--- src/rtl/rob_commit_if.sv ---
// rob_commit_if: allocation and CDB writeback bus into the reorder buffer
interface rob_commit_if #(parameter int TAG_W = 4);
  logic             alloc_valid;
  logic [4:0]       alloc_rd;
  logic             alloc_is_branch;
  logic             alloc_pred_taken;
  logic             cdb_valid;
  logic [TAG_W-1:0] cdb_tag;
  logic [31:0]      cdb_value;
  logic             cdb_taken;
  logic [31:0]      cdb_target;
  modport master (output alloc_valid, alloc_rd, alloc_is_branch, alloc_pred_taken,
                  output cdb_valid, cdb_tag, cdb_value, cdb_taken, cdb_target);
  modport slave  (input alloc_valid, alloc_rd, alloc_is_branch, alloc_pred_taken,
                  input cdb_valid, cdb_tag, cdb_value, cdb_taken, cdb_target);
endinterface

--- src/rtl/rob_commit.sv ---
// rob_commit: in-order reorder buffer with CDB writeback, commit and mispredict flush.
// Define ROB_CDB_BYPASS_EN to let queries see same-cycle CDB data.
module rob_commit #(
  parameter int DEPTH = 16,
  parameter int TAG_W = 4
) (
  input  logic             clk,
  input  logic             rst,
  input  logic             rdy,
  rob_commit_if.slave      io,
  input  logic [TAG_W-1:0] q_tag1,
  input  logic [TAG_W-1:0] q_tag2,
  input  logic             reg_busy_commit_rd,
  input  logic [TAG_W-1:0] reg_reorder_commit_rd,
  output logic             Clear_flag,
  output logic [31:0]      redirect_pc,
  output logic             rob_full,
  output logic [TAG_W-1:0] alloc_tag,
  output logic             q_ready1,
  output logic             q_ready2,
  output logic [31:0]      q_value1,
  output logic [31:0]      q_value2,
  output logic [4:0]       commit_rd,
  output logic             ROB_to_Reg_needchange,
  output logic [31:0]      reg_reg_commit_rd_,
  output logic             reg_busy_commit_rd_
);
  logic             busy_q [DEPTH], busy_d [DEPTH];
  logic             ready_q [DEPTH], ready_d [DEPTH];
  logic [4:0]       rd_q [DEPTH], rd_d [DEPTH];
  logic [31:0]      value_q [DEPTH], value_d [DEPTH];
  logic             is_branch_q [DEPTH], is_branch_d [DEPTH];
  logic             pred_taken_q [DEPTH], pred_taken_d [DEPTH];
  logic             taken_q [DEPTH], taken_d [DEPTH];
  logic [31:0]      target_q [DEPTH], target_d [DEPTH];
  logic [TAG_W-1:0] head_q, head_d, tail_q, tail_d;
  logic [TAG_W:0]   count_q, count_d;
  logic             clear_q, clear_d;
  logic [31:0]      redirect_q, redirect_d;
  logic             live, alloc, cdb_we, commit, mispredict;

  assign live       = rdy & ~clear_q;
  assign rob_full   = count_q == (TAG_W+1)'(DEPTH);
  assign alloc      = io.alloc_valid & ~rob_full & live;
  assign cdb_we     = io.cdb_valid & busy_q[io.cdb_tag] & live;
  assign commit     = busy_q[head_q] & ready_q[head_q] & live;
  assign mispredict = commit & is_branch_q[head_q] & (taken_q[head_q] != pred_taken_q[head_q]);

  assign alloc_tag             = tail_q;
  assign commit_rd             = rd_q[head_q];
  assign ROB_to_Reg_needchange = commit & (commit_rd != 5'd0);
  assign reg_reg_commit_rd_    = value_q[head_q];
  assign reg_busy_commit_rd_   = (reg_reorder_commit_rd == head_q) ? 1'b0 : reg_busy_commit_rd;
  assign Clear_flag            = clear_q;
  assign redirect_pc           = redirect_q;

`ifdef ROB_CDB_BYPASS_EN
  logic byp1, byp2;
  assign byp1     = io.cdb_valid & busy_q[io.cdb_tag] & (q_tag1 == io.cdb_tag);
  assign byp2     = io.cdb_valid & busy_q[io.cdb_tag] & (q_tag2 == io.cdb_tag);
  assign q_ready1 = byp1 | (busy_q[q_tag1] & ready_q[q_tag1]);
  assign q_ready2 = byp2 | (busy_q[q_tag2] & ready_q[q_tag2]);
  assign q_value1 = byp1 ? io.cdb_value : value_q[q_tag1];
  assign q_value2 = byp2 ? io.cdb_value : value_q[q_tag2];
`else
  assign q_ready1 = busy_q[q_tag1] & ready_q[q_tag1];
  assign q_ready2 = busy_q[q_tag2] & ready_q[q_tag2];
  assign q_value1 = value_q[q_tag1];
  assign q_value2 = value_q[q_tag2];
`endif

  // Next state: CDB writeback, allocation at tail, commit at head; a mispredict flushes everything.
  always_comb begin
    busy_d       = busy_q;
    ready_d      = ready_q;
    rd_d         = rd_q;
    value_d      = value_q;
    is_branch_d  = is_branch_q;
    pred_taken_d = pred_taken_q;
    taken_d      = taken_q;
    target_d     = target_q;
    if (cdb_we) begin
      ready_d[io.cdb_tag]  = 1'b1;
      value_d[io.cdb_tag]  = io.cdb_value;
      taken_d[io.cdb_tag]  = io.cdb_taken;
      target_d[io.cdb_tag] = io.cdb_target;
    end
    if (alloc) begin
      busy_d[tail_q]       = 1'b1;
      ready_d[tail_q]      = 1'b0;
      rd_d[tail_q]         = io.alloc_rd;
      is_branch_d[tail_q]  = io.alloc_is_branch;
      pred_taken_d[tail_q] = io.alloc_pred_taken;
    end
    if (commit) busy_d[head_q] = 1'b0;
    if (mispredict) busy_d = '{default: 1'b0};
    head_d     = mispredict ? '0 : head_q + TAG_W'(commit);
    tail_d     = mispredict ? '0 : tail_q + TAG_W'(alloc);
    count_d    = mispredict ? '0 : count_q + (TAG_W+1)'(alloc) - (TAG_W+1)'(commit);
    clear_d    = rdy ? mispredict : clear_q;
    redirect_d = mispredict ? target_q[head_q] : redirect_q;
  end

  // State registers, cleared asynchronously by the active-low reset.
  always_ff @(posedge clk or negedge rst) begin
    if (!rst) begin
      busy_q       <= '{default: 1'b0};
      ready_q      <= '{default: 1'b0};
      rd_q         <= '{default: 5'd0};
      value_q      <= '{default: 32'd0};
      is_branch_q  <= '{default: 1'b0};
      pred_taken_q <= '{default: 1'b0};
      taken_q      <= '{default: 1'b0};
      target_q     <= '{default: 32'd0};
      head_q       <= '0;
      tail_q       <= '0;
      count_q      <= '0;
      clear_q      <= 1'b0;
      redirect_q   <= '0;
    end else begin
      busy_q       <= busy_d;
      ready_q      <= ready_d;
      rd_q         <= rd_d;
      value_q      <= value_d;
      is_branch_q  <= is_branch_d;
      pred_taken_q <= pred_taken_d;
      taken_q      <= taken_d;
      target_q     <= target_d;
      head_q       <= head_d;
      tail_q       <= tail_d;
      count_q      <= count_d;
      clear_q      <= clear_d;
      redirect_q   <= redirect_d;
    end
  end
endmodule

--- src/flat_wrapper.sv ---
// flat-port wrapper written by rule: the top's interface ports become plain ports
module rob_commit_flat 
#(
  parameter int DEPTH = 16,
  parameter int TAG_W = 4
)
  (clk, rst, rdy, q_tag1, q_tag2, reg_busy_commit_rd, reg_reorder_commit_rd, Clear_flag, redirect_pc, rob_full, alloc_tag, q_ready1, q_ready2, q_value1, q_value2, commit_rd, ROB_to_Reg_needchange, reg_reg_commit_rd_, reg_busy_commit_rd_, io_alloc_valid, io_alloc_rd, io_alloc_is_branch, io_alloc_pred_taken, io_cdb_valid, io_cdb_tag, io_cdb_value, io_cdb_taken, io_cdb_target);
  rob_commit_if #(.TAG_W(TAG_W)) io_i ();
  input  logic clk;
  input  logic rst;
  input  logic rdy;
  input  logic [TAG_W-1:0] q_tag1;
  input  logic [TAG_W-1:0] q_tag2;
  input  logic reg_busy_commit_rd;
  input  logic [TAG_W-1:0] reg_reorder_commit_rd;
  output logic Clear_flag;
  output logic [31:0] redirect_pc;
  output logic rob_full;
  output logic [TAG_W-1:0] alloc_tag;
  output logic q_ready1;
  output logic q_ready2;
  output logic [31:0] q_value1;
  output logic [31:0] q_value2;
  output logic [4:0] commit_rd;
  output logic ROB_to_Reg_needchange;
  output logic [31:0] reg_reg_commit_rd_;
  output logic reg_busy_commit_rd_;
  input wire logic [$bits(io_i.alloc_valid)-1:0] io_alloc_valid;
  input wire logic [$bits(io_i.alloc_rd)-1:0] io_alloc_rd;
  input wire logic [$bits(io_i.alloc_is_branch)-1:0] io_alloc_is_branch;
  input wire logic [$bits(io_i.alloc_pred_taken)-1:0] io_alloc_pred_taken;
  input wire logic [$bits(io_i.cdb_valid)-1:0] io_cdb_valid;
  input wire logic [$bits(io_i.cdb_tag)-1:0] io_cdb_tag;
  input wire logic [$bits(io_i.cdb_value)-1:0] io_cdb_value;
  input wire logic [$bits(io_i.cdb_taken)-1:0] io_cdb_taken;
  input wire logic [$bits(io_i.cdb_target)-1:0] io_cdb_target;
  assign io_i.alloc_valid = io_alloc_valid;
  assign io_i.alloc_rd = io_alloc_rd;
  assign io_i.alloc_is_branch = io_alloc_is_branch;
  assign io_i.alloc_pred_taken = io_alloc_pred_taken;
  assign io_i.cdb_valid = io_cdb_valid;
  assign io_i.cdb_tag = io_cdb_tag;
  assign io_i.cdb_value = io_cdb_value;
  assign io_i.cdb_taken = io_cdb_taken;
  assign io_i.cdb_target = io_cdb_target;
  rob_commit #(.DEPTH(DEPTH), .TAG_W(TAG_W)) u_core (.clk(clk), .rst(rst), .rdy(rdy), .io(io_i), .q_tag1(q_tag1), .q_tag2(q_tag2), .reg_busy_commit_rd(reg_busy_commit_rd), .reg_reorder_commit_rd(reg_reorder_commit_rd), .Clear_flag(Clear_flag), .redirect_pc(redirect_pc), .rob_full(rob_full), .alloc_tag(alloc_tag), .q_ready1(q_ready1), .q_ready2(q_ready2), .q_value1(q_value1), .q_value2(q_value2), .commit_rd(commit_rd), .ROB_to_Reg_needchange(ROB_to_Reg_needchange), .reg_reg_commit_rd_(reg_reg_commit_rd_), .reg_busy_commit_rd_(reg_busy_commit_rd_));
endmodule
--- config.mk ---
export PLATFORM = sky130hd
export DESIGN_NAME = rob_commit_flat
export DESIGN_NICKNAME = d
export VERILOG_FILES = /design/src/rtl/rob_commit_if.sv /design/src/rtl/rob_commit.sv /design/src/flat_wrapper.sv
export SDC_FILE = /design/constraint.sdc
export NUM_CORES = 2
export LEC_CHECK = 0
export CORE_ASPECT_RATIO = 0.7
export CORE_MARGIN = 8
export CORE_UTILIZATION = 55
export DETAILED_ROUTE_END_ITERATION = 12
export GPL_TIMING_DRIVEN = 0
export PLACE_DENSITY = 0.82
export SLEW_MARGIN = 0
export SYNTH_ARGS = -nofsm -noshare
export SYNTH_HDL_FRONTEND = slang
export SYNTH_SLANG_ARGS = --single-unit
--- constraint.sdc ---
create_clock -name clk -period 8 [get_ports clk]
set_input_delay 1.2 -clock clk [delete_from_list [all_inputs] [get_ports clk]]
set_output_delay 1.2 -clock clk [all_outputs]
set_load 0.1 [all_outputs]
==> metrics.txt <==
net count after synthesis 3,812; Overall Power 23.18 mW; floorplan row count 103; nets@finish 4,170; worst reg-to-reg path cell count 8; CP Class reg2out; count of pins over their slew limit 0; share of layout cells above drive strength 1 52.28%; crit end category primary output; worst-case hold slack 0.4490 ns; setup_tns 0 ns; Clk Latency, worst-skew pair 0.76 ns; die area 125,100 um^2; DRC violation count after routing 0; I/O pin count 237; PortBufs 226; max cap viols 0; vias in the first global route 40,790; H-tree depth 3; Chip Width 419.4 um; fin cells 5,694; grt ovf 0; final hold violations 0; via count 39,760; post-synthesis area per instance 16.90 um^2; placed instance count 5,466; Post-CTS Repair Setup Buffers 0; PostCTS Resize Cnt 0; Syn Std Cell Area 62,650 um^2; synth top area cells dfrtp_1, mux4_2, mux2_2, clkbuf_1, buf_2; maximum vdd ir drop 0.2908 mV; initial core utilization 55.49%; maximum clock rate 0.1333 GHz; Critical Path AT 6.30 ns; CTS tree built; final clock skew 0.07954 ns; Area Growth Syn to Fin 13.76%; crit start category flip-flop; DR vias/cell 6.983; GRT Util Overall 29.12%; CTS max path bufs 3; reg2reg setup slack 3.39 ns; largest net degree at the start of global routing 182; Cell Area, Placed 67,090 um^2; Hold-fix buffers, CTS 0; GPL Wtd Cong 0.9185; initial antenna violation count 15; peak fanout along the critical path 10; drt total wl 183,300 um; Hold WC Path Type in2async; Chip Height 298.4 um; post-route clock period utilization 93.76%; Setup Viol. Count Final 0; Slew headroom 3.551%; root buf cell clkbuf_16; Leak 32.21 nW; slew at the pin closest to its max-slew limit 1.447 ns; YS warnings 0; Worst EP required 6.80 ns; Antenna Nets Post-Route 0; global-route wire length before repair 272,100 um; top cell type's share of synthesized area 49.13%; #FFs+latches synth 1,230; Power per Cell Area 325.3 nW/um^2; area leader, netlist dfrtp_1; number of enable flip-flop cells after synthesis 0; Layout Utilization 63.13%; post-layout min period 7.501 ns; final setup margin 0.4989 ns; synthesized instance count 3,707; hpwl dp 123,600 um; Distinct cells, synth 44; Filler Cell Count 7,915; DRT Pass-1 Iters 6; fin area 71,270 um^2; Top FF cell, synth dfrtp_1; RSZ-0062 raised after global routing no; clk slew on worst S/H paths 0.07 ns; ys async rst share 100.0%; core area 112,900 um^2; Clock Sinks 1,230; status completed; clock buffer count from CTS 116; DRT iter0 DRCs 4,999; drt wl/cell 32.19 um; Place WS 1.381 ns; register area share after synthesis 49.13%
-- cells by family after synthesis --
logic type / synth area share [%]
adders and majority gates: 0.2317
and+or+nand+nor: 0.8588
muxes: 46.15
DFF: 49.13
buffers and inverters: 2.536
AOI/OAI and AO/OA: 0.9107
xor gates and xnor gates: 0.1817
-- cell usage in the layout, fill, tap and decap left out, drive strengths merged, types with 5 or more instances in the layout --
cell,n
nor2,45
mux2,1185
clkinv,34
o221a,16
a31oi,8
dfrtp,1230
nor2b,5
a311oi,8
clkbuf,417
mux2i,5
diode,10
a21oi,26
nand2,31
nand3,6
mux4,689
ha,10
and2,6
clkdlybuf4s50,225
xor2,9
inv,26
bufinv,12
buf,125
nor3,5
-- synth_stat cells (all sizes together), types with 5 or more instances --
| master | count |
|---|---|
| o221a | 16 |
| a31oi | 8 |
| a21oi | 26 |
| nand3 | 6 |
| mux4 | 689 |
| and2 | 6 |
| xor2 | 9 |
| nor2b | 5 |
| nor3 | 5 |
| mux2 | 1185 |
| buf | 110 |
| nor2 | 45 |
| ha | 10 |
| mux2i | 5 |
| a311oi | 8 |
| clkbuf | 250 |
| inv | 24 |
| dfrtp | 1230 |
| nand2 | 31 |
-- worst paths after layout --
kind / from / end
setup / recovery: u_core.head_q[1] / reg_reg_commit_rd_[30]
hold / removal: rst / u_core.rd_q[79]
setup reg to reg: u_core.head_q[1] / u_core.busy_q[13]
hold reg to reg: u_core.target_q[424] / u_core.target_q[424]
max in group asynchronous: rst / u_core.target_q[359]
min in group clk: u_core.target_q[424] / u_core.target_q[424]
-- layer usage --
| layer | up-vias | global-route usage, % | wire length, um |
|---|---|---|---|
| met1 | 21410 | 41.37 | 71630 |
| li1 | 15282 | - | - |
| met5 | - | 0 | 57 |
| met4 | 8 | 12.70 | 9028 |
| met2 | 2571 | 42.15 | 81880 |
| met3 | 489 | 8.506 | 20700 |
-- worst max-delay path, cell delays in order, from the launching register on --
cell	delay (ns)
dfrtp_1	0.35
buf_2	0.27
buf_2	0.38
buf_2	0.41
buf_2	0.48
clkbuf_1	0.75
clkbuf_1	0.87
mux4_2	0.45
mux4_2	0.55
clkdlybuf4s50_1	1.02
-- layout make-up --
cell class,instances,area [um^2],share of cell area [%]
clock buffers,167,3436,4.821
plain buffers,360,1499,2.103
multi-input cells,2093,30300,42.51
diodes,10,25.02,0.03511
flip-flops and latches,1230,30780,43.19
inverters,24,90.09,0.1264
well taps,1522,1904,2.672
repair buffers,240,2587,3.631
clock inverters,48,649.4,0.9112
-- where the power goes --
part	internal (mW)	leakage, nW	switching [mW]
combinational	3.71	13.4	5.10
clock	3.38	2.03	2.55
sequential	7.50	16.7	0.933
total	14.6	32.2	8.59
-- state kept, by name, summed over array words and instances (netlist names), 5 cells and up --
name,cells
u_core.target_q,512
u_core.value_q,512
u_core.rd_q,80
u_core.redirect_pc,32
u_core.busy_q,16
u_core.is_branch_q,16
u_core.pred_taken_q,16
u_core.ready_q,16
u_core.taken_q,16
u_core.count_q,5
Power figures use the tool's default switching activity.
